==> src/rtl/tmds_encoder.sv <==
// tmds_encoder: DVI TMDS 8b/10b encoder for one video channel with running-disparity DC balance
module tmds_encoder #(
  parameter int PIPE_OUT = 1
) (
  input  logic       clk_par,
  input  logic       srst,
  input  logic       de,
  input  logic [7:0] d,
  input  logic [1:0] c,
  output logic [9:0] q,
  output logic [4:0] disp
);
  localparam logic [9:0] TOK_00 = 10'b1101010100;
  logic [7:0] dg;
  logic [3:0] n1d, n1q;
  logic use_xnor, de1, ca, cb;
  logic [8:0] qm_n, qm;
  logic [1:0] c1;
  logic signed [4:0] cnt, cnt_n, diff;
  logic [9:0] q2, q2_n, tok;
  // gating d keeps X on an idle bus out of the transition-minimised word
  assign dg = de ? d : 8'h00;
  always_comb begin
    n1d = 4'd0;
    for (int i = 0; i < 8; i++) n1d = n1d + {3'b000, dg[i]};
    use_xnor = (n1d > 4'd4) || (n1d == 4'd4 && !dg[0]);
    qm_n = '0;
    qm_n[0] = dg[0];
    for (int i = 1; i < 8; i++) qm_n[i] = use_xnor ? ~(qm_n[i-1] ^ dg[i]) : (qm_n[i-1] ^ dg[i]);
    qm_n[8] = !use_xnor;
  end
  always_comb begin
    n1q = 4'd0;
    for (int i = 0; i < 8; i++) n1q = n1q + {3'b000, qm[i]};
    diff = {n1q, 1'b0} - 5'd8;
    ca = (cnt == 5'sd0) || (diff == 5'sd0);
    cb = (cnt > 5'sd0 && diff > 5'sd0) || (cnt < 5'sd0 && diff < 5'sd0);
    tok = c1[1] ? (c1[0] ? 10'b1010101011 : 10'b0101010100)
                : (c1[0] ? 10'b0010101011 : TOK_00);
    q2_n = !de1 ? tok
         : ca ? {~qm[8], qm[8], qm[8] ? qm[7:0] : ~qm[7:0]}
         : cb ? {1'b1, qm[8], ~qm[7:0]}
         : {1'b0, qm[8], qm[7:0]};
    cnt_n = !de1 ? 5'sd0
          : ca ? cnt + (qm[8] ? diff : -diff)
          : cb ? cnt + {3'b000, qm[8], 1'b0} - diff
          : cnt + diff - {3'b000, ~qm[8], 1'b0};
  end
  always_ff @(posedge clk_par) begin
    if (srst) begin
      qm  <= '0;
      de1 <= 1'b0;
      c1  <= 2'b00;
      q2  <= TOK_00;
      cnt <= 5'sd0;
    end else begin
      qm  <= qm_n;
      de1 <= de;
      c1  <= c;
      q2  <= q2_n;
      cnt <= cnt_n;
    end
  end
  if (PIPE_OUT != 0) begin : g_out
    always_ff @(posedge clk_par) begin
      if (srst) begin
        q    <= TOK_00;
        disp <= 5'd0;
      end else begin
        q    <= q2;
        disp <= cnt;
      end
    end
  end else begin : g_comb
    assign q    = q2;
    assign disp = cnt;
  end
endmodule
==> config.mk <==
export PLATFORM = sky130hd
export DESIGN_NAME = tmds_encoder
export DESIGN_NICKNAME = d
export VERILOG_FILES = /design/src/rtl/tmds_encoder.sv
export SDC_FILE = /design/constraint.sdc
export NUM_CORES = 1
export LEC_CHECK = 0
export BUFFER_PORTS_ARGS = -buffer_cell sky130_fd_sc_hd__clkbuf_2
export CORE_AREA = 2 2 69 71
export DETAILED_ROUTE_END_ITERATION = 6
export DIE_AREA = 0 0 71 73
export PLACE_DENSITY_LB_ADDON = 0.05
export SYNTH_ARGS = -nofsm -noshare
export SYNTH_HDL_FRONTEND = slang
export SYNTH_SLANG_ARGS = --single-unit
==> constraint.sdc <==
create_clock -name clk_par -period 5.9 [get_ports clk_par]
set_clock_uncertainty 0.1 [all_clocks]
set_input_delay 0.59 -clock clk_par [delete_from_list [all_inputs] [get_ports clk_par]]
set_output_delay 0.59 -clock clk_par [all_outputs]
set_load 0.02 [all_outputs]
==> metrics.txt, run 1 <==
Max VDD drop 0.287 mV; clock latency on the worst-skew pair 0.29 ns; Bufs on Longest Clock Path 2; area occupied by multi-input gates 1390 µm²; post-route setup slack 1.30 ns; CTS tree yes; Max Cap Viol 0; Post-synth EDFFs 0; worst hold slack 0.308 ns; Via density 4.73; Netlist Area Pre-Place 2310 µm²; fin. max-slew vios 0; Clock transition at path regs 0.08 ns; DP Wirelength 2.85 mm; core area 4540 µm²; Hold Violations, Final 0; Seq pwr share 21.5%; Initial Util 51.0%; Synth Warn # 0; # fillers 400; Internal 0.000928 W; register area share after synthesis 34.6%; hold_buf cts 0; share of layout cells above drive strength 1 18.2%; Post-Syn Nets 272; dpl ws 1.21 ns; total track usage 15.2%; dpl cell area 2490 µm²; RSZ-0062 raised after global routing false; die area 5180 µm²; first-pass iteration count of the detailed router 4; status completed; Max-slew headroom 54.7%; H-tree levels 2; ys flop type dfxtp_1; Slew @ Worst Pin 0.678 ns; Async S/R FF share, synth 0%; drt wl/cell 11.3 µm; I/O pins 28; via count 1453; PD cells 610 nW/µm²; post-synthesis cell count 225; Die Wd 71 µm; final setup vio count 0; crit path DAT 4.67 ns; input/output buffers 26; Leak 1.27 nW; Worst setup EP type register; Final Wtd Congestion 0.759; Layout area overhead 12.6%; Clk pwr share 14.7%; drt total wl 3.47 mm; Finished Cell Area 2610 µm²; # rows 25; post-CTS setup buffers 0; critical path required time 5.97 ns; largest net degree at the start of global routing 30; commonest non-fill, non-tap cells in the layout dfxtp_1 (40), inv_1 (26), clkbuf_2 (26); Final Power 0.00159 W; first-pass GRT wire length 6.19 mm; Setup TNS Final 0 ns; CTS Sinks 40; Max Clk Rate 217 MHz; number of global-route vias before repair 1415; Sw Share 41.6%; post-cts resize count 0; worst hold path class reg -> reg; startpoint types register; fin crit period 4.60 ns; Storage cell area 801 µm²; Root Driver clkbuf_8; Crit Path Class reg -> reg; CP Max Fanout 4; library cells used by synthesis 33; Psw 0.000662 W; final antenna-violating net count 0; fin crit share 78.0%; most common cell after layout, fill and taps aside dfxtp_1; diode count 0; CTS buffer count 5; nets@finish 299; 1st-iter DRT viols 36; combinational group share of total power 63.8%; initial antenna violation count 0; DRC 0; Die Span Y 73 µm; post-synthesis area per instance 10.3 µm²; flops & latches, synth 40; GR Overflow Total 0
-- sequential cells by signal, indices dropped and copies added, names as in the netlist --
signal	count
qm	9
disp	4
q2	10
de1	1
q	10
cnt	4
c1	2
-- stage by stage --
step	std cells	util [%]
floorplan	225	-
global placement	299	54.8
detailed placement	299	54.8
CTS	307	57.5
global route	307	57.5
finish	307	57.5
-- path summary, 6_finish.rpt --
check             cells after the start  startpoint     end  slack (ns)
setup / recovery                     16       qm[0]  cnt[4]        1.30
hold / removal                        1       q2[6]    q[6]        0.31
setup reg to reg                     16       qm[0]  cnt[4]        1.30
hold reg to reg                       1       q2[6]    q[6]        0.31
-- power groups by stage --
| stage | Sequential, W | Combinational (W) | Clock (W) |
|---|---|---|---|
| final | 0.000342 | 0.00101 | 0.000234 |
| after global routing | 0.000347 | 0.00116 | 0.000250 |
| after CTS | 0.000343 | 0.00104 | 0.000238 |
| after detailed placement | 0.000349 | 0.00103 | 0 |
| after global placement | 0.000349 | 0.00104 | 0 |
| after floorplan | 0.000353 | 0.000840 | 0 |
-- synth_stat cells (2+ instances only) --
master | n | area (µm²)
or2_2 | 5 | 31.3
dfxtp_1 | 40 | 801
clkbuf_1 | 4 | 15.0
nor2_1 | 19 | 71.3
a21oi_1 | 10 | 50.1
xor2_1 | 13 | 114
fa_1 | 13 | 260
a21o_1 | 7 | 52.6
nand2_1 | 6 | 22.5
nor2b_1 | 11 | 68.8
ha_1 | 21 | 263
a211oi_1 | 5 | 37.5
inv_1 | 26 | 97.6
xnor2_1 | 20 | 175
mux2i_1 | 2 | 20.0
mux2_2 | 2 | 22.5
and2_1 | 5 | 31.3
-- worst max-delay path: stages, from the launching register on --
cell,delay [ns]
dfxtp_1,0.34
fa_1,0.53
inv_1,0.05
fa_1,0.44
fa_1,0.49
inv_1,0.04
ha_1,0.19
fa_1,0.50
inv_1,0.09
ha_1,0.29
mux2_2,0.30
ha_1,0.29
a21o_1,0.16
a21oi_1,0.13
xnor3_1,0.39
nor2_1,0.09
a211oi_1,0.05
-- area by class of cell --
cell class / instances / share of cell area [%]
multi-input combinational: 153 / 53.3
sequential: 40 / 30.7
timing repair buffer: 26 / 4.99
inverter: 26 / 3.74
clock buffer: 6 / 3.17
tap: 54 / 2.59
clock inverter: 2 / 1.49
-- logic make-up after synthesis --
group	after synthesis	synth area share (%)
adder cells (fa/ha/maj)	34	22.6
AO/OA/AOI/OAI	29	9.08
flip-flops	40	34.6
other	1	0.162
buffers and inverters	32	5.35
multiplexers	5	2.81
XOR/XNOR	35	14.5
AND/OR/NAND/NOR	49	10.9
-- routing by layer --
metal	wire (µm)	track usage, %
met5	0	0
met1	1690	18.7
met3	125	3.73
met4	67	6.92
met2	1600	25.4
(Power assumes the default switching activity.)
==> run 2, diff against run 1 <==
clock period = 4.78 ns   (was 5.9 ns; I/O delays follow)
==> run 2 against run 1 <==
Effect of this change: register-to-register slack lost 1.1 ns; final cell count is 0.65% higher; combinational power rose by 28%; first-iteration DRC count grew 17%; hold slack lost 0.011 ns; worst setup slack worse by 1.1 ns; power rose by 26%; flip-flop and latch count unchanged; via count grew 1.6%; global-route usage rose by 0.44 points; critical endpoint unchanged; largest cell class unchanged.
==> metrics.txt, run 2 (same netlist as run 1, synthesis figures left out) <==
Setup TNS Final 0 ns (unchanged); Hold EP c1[1] (was q[6]); final antenna-violating net count 0 (unchanged); drt wl/cell 11.4 µm (was 11.3 µm); Clock transition at path regs 0.08 ns (about the same); RSZ-0062 raised after global routing false (unchanged); Crit Path Class reg -> reg (unchanged); Via density 4.78 (was 4.73); fin crit share 96.8% (was 78.0%); slowest CP cell fa_1 (unchanged); via count 1476 (was 1453); drt total wl 3.53 mm (was 3.47 mm); post-CTS setup buffers 0 (unchanged); PD cells 762 nW/µm² (was 610 nW/µm²); Slew @ Worst Pin 0.631 ns (was 0.678 ns); Final Wtd Congestion 0.789 (was 0.759); crit-path most repeated cell fa_1 (unchanged); nets@finish 301 (was 299); startpoint types register (unchanged); initial antenna violation count 0 (unchanged); worst r2r dst cnt[4] (unchanged); CP Max Fanout 4 (unchanged); CP Cell Sequence fa_1 > inv_1 > fa_1 > fa_1 > inv_1 > ha_1 > fa_1 > inv_2 > ha_1 > mux2_2 > ha_1 > a21o_1 > a21oi_1 > xnor3_1 > nor2_1 > a211oi_1 (was fa_1 > inv_1 > fa_1 > fa_1 > inv_1 > ha_1 > fa_1 > inv_1 > ha_1 > mux2_2 > ha_1 > a21o_1 > a21oi_1 > xnor3_1 > nor2_1 > a211oi_1); Leak 1.28 nW (was 1.27 nW); Max Cap Viol 0 (unchanged); crit path DAT 4.69 ns (was 4.67 ns); die area 5180 µm² (unchanged); CTS buffer count 5 (unchanged); CTS tree yes (unchanged); # rows 25 (unchanged); Top Registers q2 x10, q x10, qm x9 (unchanged); fin. max-slew vios 0 (unchanged); Hold Violations, Final 0 (unchanged); hold wc startpoint c[1] (was q2[6]); DP Wirelength 2.91 mm (was 2.85 mm); 1st-iter DRT viols 42 (was 36); Die Wd 71 µm (unchanged); combinational group share of total power 64.8% (was 63.8%); share of layout cells above drive strength 1 19.6% (was 18.2%); total track usage 15.7% (was 15.2%); reg2reg path depth 16 (unchanged); worst hold path class in -> reg (was reg -> reg); Sw Share 41.7% (was 41.6%); fin crit period 4.63 ns (was 4.60 ns); core area 4540 µm² (unchanged); hold-critical path depth 2 (was 1); flop2flop setup slack 0.15 ns (was 1.30 ns); Psw 0.000834 W (was 0.000662 W); DRC 0 (unchanged); CTS Sinks 40 (unchanged); Finished Cell Area 2620 µm² (was 2610 µm²); # fillers 404 (was 400); number of global-route vias before repair 1435 (was 1415); Worst path max stage delay 0.53 ns (about the same); Max VDD drop 0.322 mV (was 0.287 mV); I/O pins 28 (unchanged); H-tree levels 2 (unchanged); critical path required time 4.84 ns (was 5.97 ns); input/output buffers 26 (unchanged); first-pass iteration count of the detailed router 4 (unchanged); Die Span Y 73 µm (unchanged); Worst setup EP type register (unchanged); Internal 0.00116 W (was 0.000928 W); Bufs on Longest Clock Path 2 (unchanged); Max Clk Rate 216 MHz (was 217 MHz); status completed (unchanged); most common cell after layout, fill and taps aside dfxtp_1 (unchanged); Clk pwr share 14.2% (was 14.7%); Max-slew headroom 57.8% (was 54.7%); Seq pwr share 21.1% (was 21.5%); diode count 0 (unchanged); reg2reg start qm[0] (unchanged); Root Driver clkbuf_8 (unchanged); clock latency on the worst-skew pair 0.28 ns (was 0.29 ns); final setup vio count 0 (unchanged); commonest non-fill, non-tap cells in the layout dfxtp_1 (39), clkbuf_2 (26), inv_1 (25) (was dfxtp_1 (40), inv_1 (26), clkbuf_2 (26)); dpl cell area 2500 µm² (was 2490 µm²); GR Overflow Total 0 (unchanged); first-pass GRT wire length 6.40 mm (was 6.19 mm); largest net degree at the start of global routing 30 (unchanged); Layout area overhead 13.4% (was 12.6%); Initial Util 51.0% (unchanged)
-- run 2: cell count changes in the layout (fill, tap and decap cells not counted), sizes merged --
cell / delta
buf: +2
-- run 2: worst max path at each step --
| stage | from | endpoint | slack, ns | depth (start not counted) |
|---|---|---|---|---|
| after floorplan | qm[0] | cnt[4] | 0.34 | 16 |
| after detailed placement | qm[0] | cnt[4] | 0.18 | 16 |
| after CTS | qm[0] | cnt[4] | 0.12 | 16 |
| after global placement | de | qm[7] | 0.23 | 14 |
| after global routing | qm[0] | cnt[4] | 0.01 | 16 |
| final | qm[0] | cnt[4] | 0.15 | 16 |
-- run 2: per-layer routing --
metal  vias to the layer above  track usage (%)  share of wire, %
met5                         -                0                 0
met4                         0             5.03               1.3
met3                         4             3.31               3.0
met2                        25             27.2                49
met1                       676             19.6                47
li1                        771                -                 -
-- run 2: cell type report --
type,instances,area (µm²),area share [%]
timing repair buffer,28,145,5.53
clock inverter,2,38.8,1.48
multi-input combinational,153,1390,53.0
sequential,40,802,30.6
clock buffer,6,82.6,3.15
tap,54,67.6,2.58
inverter,26,97.6,3.72
-- run 2: timing repair --
| item | 4_1_cts | 5_1_grt |
|---|---|---|
| hold buffers | 0 | 0 |
| endpoints found under the setup margin | 0 | 1 |
| gates resized for setup | 0 | 2 |
-- run 2: critical path: cells and delay by family (launching register included) --
family | cells | cell delay [ns]
compound gates | 3 | 0.37
xor+xnor | 1 | 0.40
fa+ha+maj | 7 | 2.75
simple gates | 1 | 0.10
mux | 1 | 0.29
buf+inv | 3 | 0.15
flops | 1 | 0.34
-- run 2: through the flow --
stage / hold WS [ns] / instances / power [W] / setup WS (ns) / util [%]
after global placement: 0.293 / 301 / 0.00171 / 0.232 / 55.1
after detailed placement: 0.299 / 301 / 0.00172 / 0.178 / 55.1
final: 0.297 / 309 / 0.00200 / 0.154 / 57.8
after floorplan: 0.289 / 225 / 0.00147 / 0.342 / -
after CTS: 0.295 / 309 / 0.00202 / 0.125 / 57.8
after global routing: 0.321 / 309 / 0.00222 / 0.0122 / 57.8
-- run 2: power by group through the flow --
stage	sequential, W	clock [W]	combinational (W)
after floorplan	0.000436	0	0.00104
after global placement	0.000430	0	0.00128
after detailed placement	0.000430	0	0.00129
after CTS	0.000422	0.000290	0.00131
after global routing	0.000429	0.000302	0.00149
final	0.000421	0.000283	0.00129
==> run 3, diff against run 2 <==
--- a/config.mk
+++ b/config.mk
@@ -6,8 +6,9 @@
 export NUM_CORES = 1
 export LEC_CHECK = 0
+export ABC_AREA = 1
 export BUFFER_PORTS_ARGS = -buffer_cell sky130_fd_sc_hd__clkbuf_2
-export CORE_AREA = 2 2 69 71
+export CORE_AREA = 2 2 70 72
 export DETAILED_ROUTE_END_ITERATION = 6
-export DIE_AREA = 0 0 71 73
+export DIE_AREA = 0 0 72 74
 export PLACE_DENSITY_LB_ADDON = 0.05
 export SYNTH_ARGS = -nofsm -noshare
--- a/constraint.sdc
+++ b/constraint.sdc
@@ -3,3 +3,3 @@
 set_input_delay 0.478 -clock clk_par [delete_from_list [all_inputs] [get_ports clk_par]]
 set_output_delay 0.478 -clock clk_par [all_outputs]
-set_load 0.02 [all_outputs]
+set_load 0.01 [all_outputs]
==> run 3 against run 2 <==
Effect of this change: maximum frequency up 5.0%; combinational power down 24%; hold slack worse by 0.026 ns; via count up 20%; count of clock-buffer cells in the layout unchanged; power down 20%; sequential share of layout area down 0.46 points; final cell count up 21%; global-route usage up 1.6 points; critical path depth up 4; die area up 2.8%; register-to-register slack better by 0.22 ns; critical endpoint unchanged; largest power group unchanged; highest routed layer unchanged.
==> metrics.txt, run 3 <==
post-synthesis area per instance 8.25 µm² (was 10.3 µm²); Via density 4.71 (was 4.78); Synth Warn # 0 (unchanged); share of layout cells above drive strength 1 18.7% (was 19.6%); post-cts resize count 0 (unchanged); Root Driver clkbuf_8 (unchanged); Max Clk Rate 227 MHz (was 216 MHz); first-pass iteration count of the detailed router 4 (unchanged); CP Cell Sequence fa_1 > inv_1 > fa_1 > fa_1 > inv_1 > ha_1 > fa_1 > xor2_1 > buf_4 > ha_1 > inv_1 > ha_1 > nand2_1 > nor2_1 > a211oi_1 > nand2_1 > nand2_1 > o21ai_0 > nor2_1 > nor2_1 (was fa_1 > inv_1 > fa_1 > fa_1 > inv_1 > ha_1 > fa_1 > inv_2 > ha_1 > mux2_2 > ha_1 > a21o_1 > a21oi_1 > xnor3_1 > nor2_1 > a211oi_1); flop2flop setup slack 0.37 ns (was 0.15 ns); diode count 0 (unchanged); Netlist Area Pre-Place 2420 µm² (was 2310 µm²); RSZ-0062 raised after global routing false (unchanged); startpoint types register (unchanged); area occupied by multi-input gates 1360 µm² (was 1390 µm²); reg2reg start qm[0] (unchanged); Storage cell area 801 µm² (was 802 µm²); core area 4600 µm² (was 4540 µm²); Post-Syn Nets 340 (was 272); Clock transition at path regs 0.08 ns (about the same); Die Span Y 74 µm (was 73 µm); register area share after synthesis 33.1% (was 34.6%); Max VDD drop 0.496 mV (was 0.322 mV); drt wl/cell 10.8 µm (was 11.4 µm); I/O pins 28 (unchanged); DP Wirelength 3.33 mm (was 2.91 mm); Post-synth EDFFs 0 (unchanged); number of global-route vias before repair 1599 (was 1435); CTS tree yes (unchanged); Worst path max stage delay 0.53 ns (about the same); Initial Util 52.6% (was 51.0%); Crit Path Class reg -> reg (unchanged); commonest non-fill, non-tap cells in the layout inv_1 (52), nand2_1 (42), dfxtp_1 (40) (was dfxtp_1 (39), clkbuf_2 (26), inv_1 (25)); post-synthesis cell count 293 (was 225); library cells used by synthesis 30 (was 33); crit path DAT 4.50 ns (was 4.69 ns); cell with the most instances after synthesis inv_1 (was dfxtp_1); drt total wl 4.04 mm (was 3.53 mm); Die Wd 72 µm (was 71 µm); slowest CP cell fa_1 (unchanged); Hold EP c1[0] (was c1[1]); CTS buffer count 5 (unchanged); ys flop type dfxtp_1 (unchanged); GR Overflow Total 0 (unchanged); worst hold path class in -> reg (unchanged); final antenna-violating net count 0 (unchanged); Leak 1.44 nW (was 1.28 nW); fin crit share 92.2% (was 96.8%); Async S/R FF share, synth 0% (unchanged); fin. max-slew vios 0 (unchanged); DRC 0 (unchanged); Bufs on Longest Clock Path 2 (unchanged); Final Util 57.9% (was 57.8%); Setup TNS Final 0 ns (unchanged); status completed (unchanged); Yosys top cell area share 33.1% (was 34.6%); CTS Sinks 40 (unchanged); largest cells by area after synthesis dfxtp_1 (33%), ha_1 (11%), fa_1 (11%) (was dfxtp_1 (35%), ha_1 (11%), fa_1 (11%)); Synth top cells by count inv_1 (52), nand2_1 (42), dfxtp_1 (40) (was dfxtp_1 (40), inv_1 (26), ha_1 (21)); hold-critical path depth 3 (was 2); Final Wtd Congestion 0.888 (was 0.789); 1st-iter DRT viols 65 (was 42); Final Power 0.00159 W (was 0.00200 W); largest net degree at the start of global routing 27 (was 30); CP Max Fanout 4 (unchanged); crit-path most repeated cell fa_1 (unchanged); flops & latches, synth 40 (unchanged); first-pass GRT wire length 7.18 mm (was 6.40 mm); initial antenna violation count 0 (unchanged); Max Cap Viol 0 (unchanged); nets@finish 368 (was 301); critical path required time 4.87 ns (was 4.84 ns); clock latency on the worst-skew pair 0.29 ns (was 0.28 ns); input/output buffers 26 (unchanged); Top Registers q2 x10, q x10, qm x9 (unchanged); die area 5330 µm² (was 5180 µm²); final setup vio count 0 (unchanged); Hold Violations, Final 0 (unchanged); H-tree levels 2 (unchanged); Synth area leader dfxtp_1 (unchanged); hold wc startpoint c[0] (was c[1]); worst r2r dst cnt[4] (unchanged); total track usage 17.3% (was 15.7%); Worst setup EP type register (unchanged); # rows 25 (unchanged); via count 1765 (was 1476); most common cell after layout, fill and taps aside inv_1 (was dfxtp_1); PD cells 598 nW/µm² (was 762 nW/µm²); post-CTS setup buffers 0 (unchanged); # fillers 442 (was 404); Layout area overhead 9.98% (was 13.4%); hold_buf cts 0 (unchanged); reg2reg path depth 20 (was 16); fin crit period 4.41 ns (was 4.63 ns)
## run 3: changes by cell type in the layout (fill, tap and decap cells not counted), moves of 6 or more
| cell | before | now |
|---|---|---|
| xnor2_1 | 20 | 7 |
| nor2_1 | 19 | 32 |
| o21ai_0 | 1 | 17 |
| nor2b_1 | 11 | 0 |
| inv_1 | 25 | 52 |
| nand3_1 | 0 | 11 |
| a21o_1 | 7 | 0 |
| nand2_1 | 6 | 42 |
| nand2_2 | 0 | 6 |
## run 3: worst max-delay path by stage
stage | startpoint | to | slack (ns) | cells past startpoint
2_1_floorplan | qm[0] | cnt[4] | 0.62 | 19
3_3_place_gp | qm[0] | cnt[4] | 0.44 | 20
3_5_place_dp | qm[0] | cnt[4] | 0.38 | 20
4_1_cts | qm[0] | cnt[4] | 0.37 | 20
5_1_grt | qm[0] | cnt[4] | 0.12 | 20
6_report | qm[0] | cnt[4] | 0.37 | 20
## run 3: layout make-up
class | instances | share of cell area [%]
inverters | 56 | 7.90
well taps | 54 | 2.54
flip-flops and latches | 40 | 30.1
clock buffers | 6 | 2.73
clock inverters | 1 | 0.188
repair buffers | 28 | 5.46
multi-input cells | 190 | 51.1
## run 3: kinds of logic after synthesis
group | after synthesis | share of synthesized area (%)
other | 1 | 0.155
adders and majority gates | 34 | 21.6
AOI/OAI and AO/OA | 35 | 8.38
DFF | 40 | 33.1
and+or+nand+nor | 105 | 20.6
xor gates and xnor gates | 15 | 5.43
buffers and inverters | 63 | 10.7
## run 3: layer usage
metal  GRT usage (%)  up-vias  part of all wire, %
li1                -      949                    -
met1            24.0      775                   48
met2            27.2       35                   46
met3            2.85        6                  3.8
met4            6.92        0                  1.9
met5               0        -                    0
## run 3: stage by stage
| stage | setup slack, ns | hold WS [ns] | area [µm²] | instances |
|---|---|---|---|---|
| 2_1_floorplan | 0.625 | 0.288 | 2420 | 293 |
| 4_1_cts | 0.375 | 0.265 | 2660 | 375 |
| 3_3_place_gp | 0.437 | 0.290 | 2580 | 368 |
| 5_1_grt | 0.119 | 0.291 | 2660 | 375 |
| 3_5_place_dp | 0.378 | 0.293 | 2580 | 368 |
| 6_report | 0.374 | 0.270 | 2660 | 375 |
## run 3: worst max-delay path, delay by kind of cell (launching register included)
kind,cells,cell delay [ns]
adder cells (fa/ha/maj),7,2.65
AND/OR/NAND/NOR,6,0.41
flip-flops,1,0.34
AO/OA/AOI/OAI,2,0.34
buffers and inverters,4,0.31
XOR/XNOR,1,0.17
## run 3: power by group
| group | total [W] | switching (W) | internal [W] |
|---|---|---|---|
| logic | 0.000981 | 0.000575 | 0.000406 |
| clock network | 0.000206 | 0.000106 | 0.0000991 |
| registers | 0.000405 | 0.0000287 | 0.000376 |
| total | 0.00159 | 0.000711 | 0.000881 |
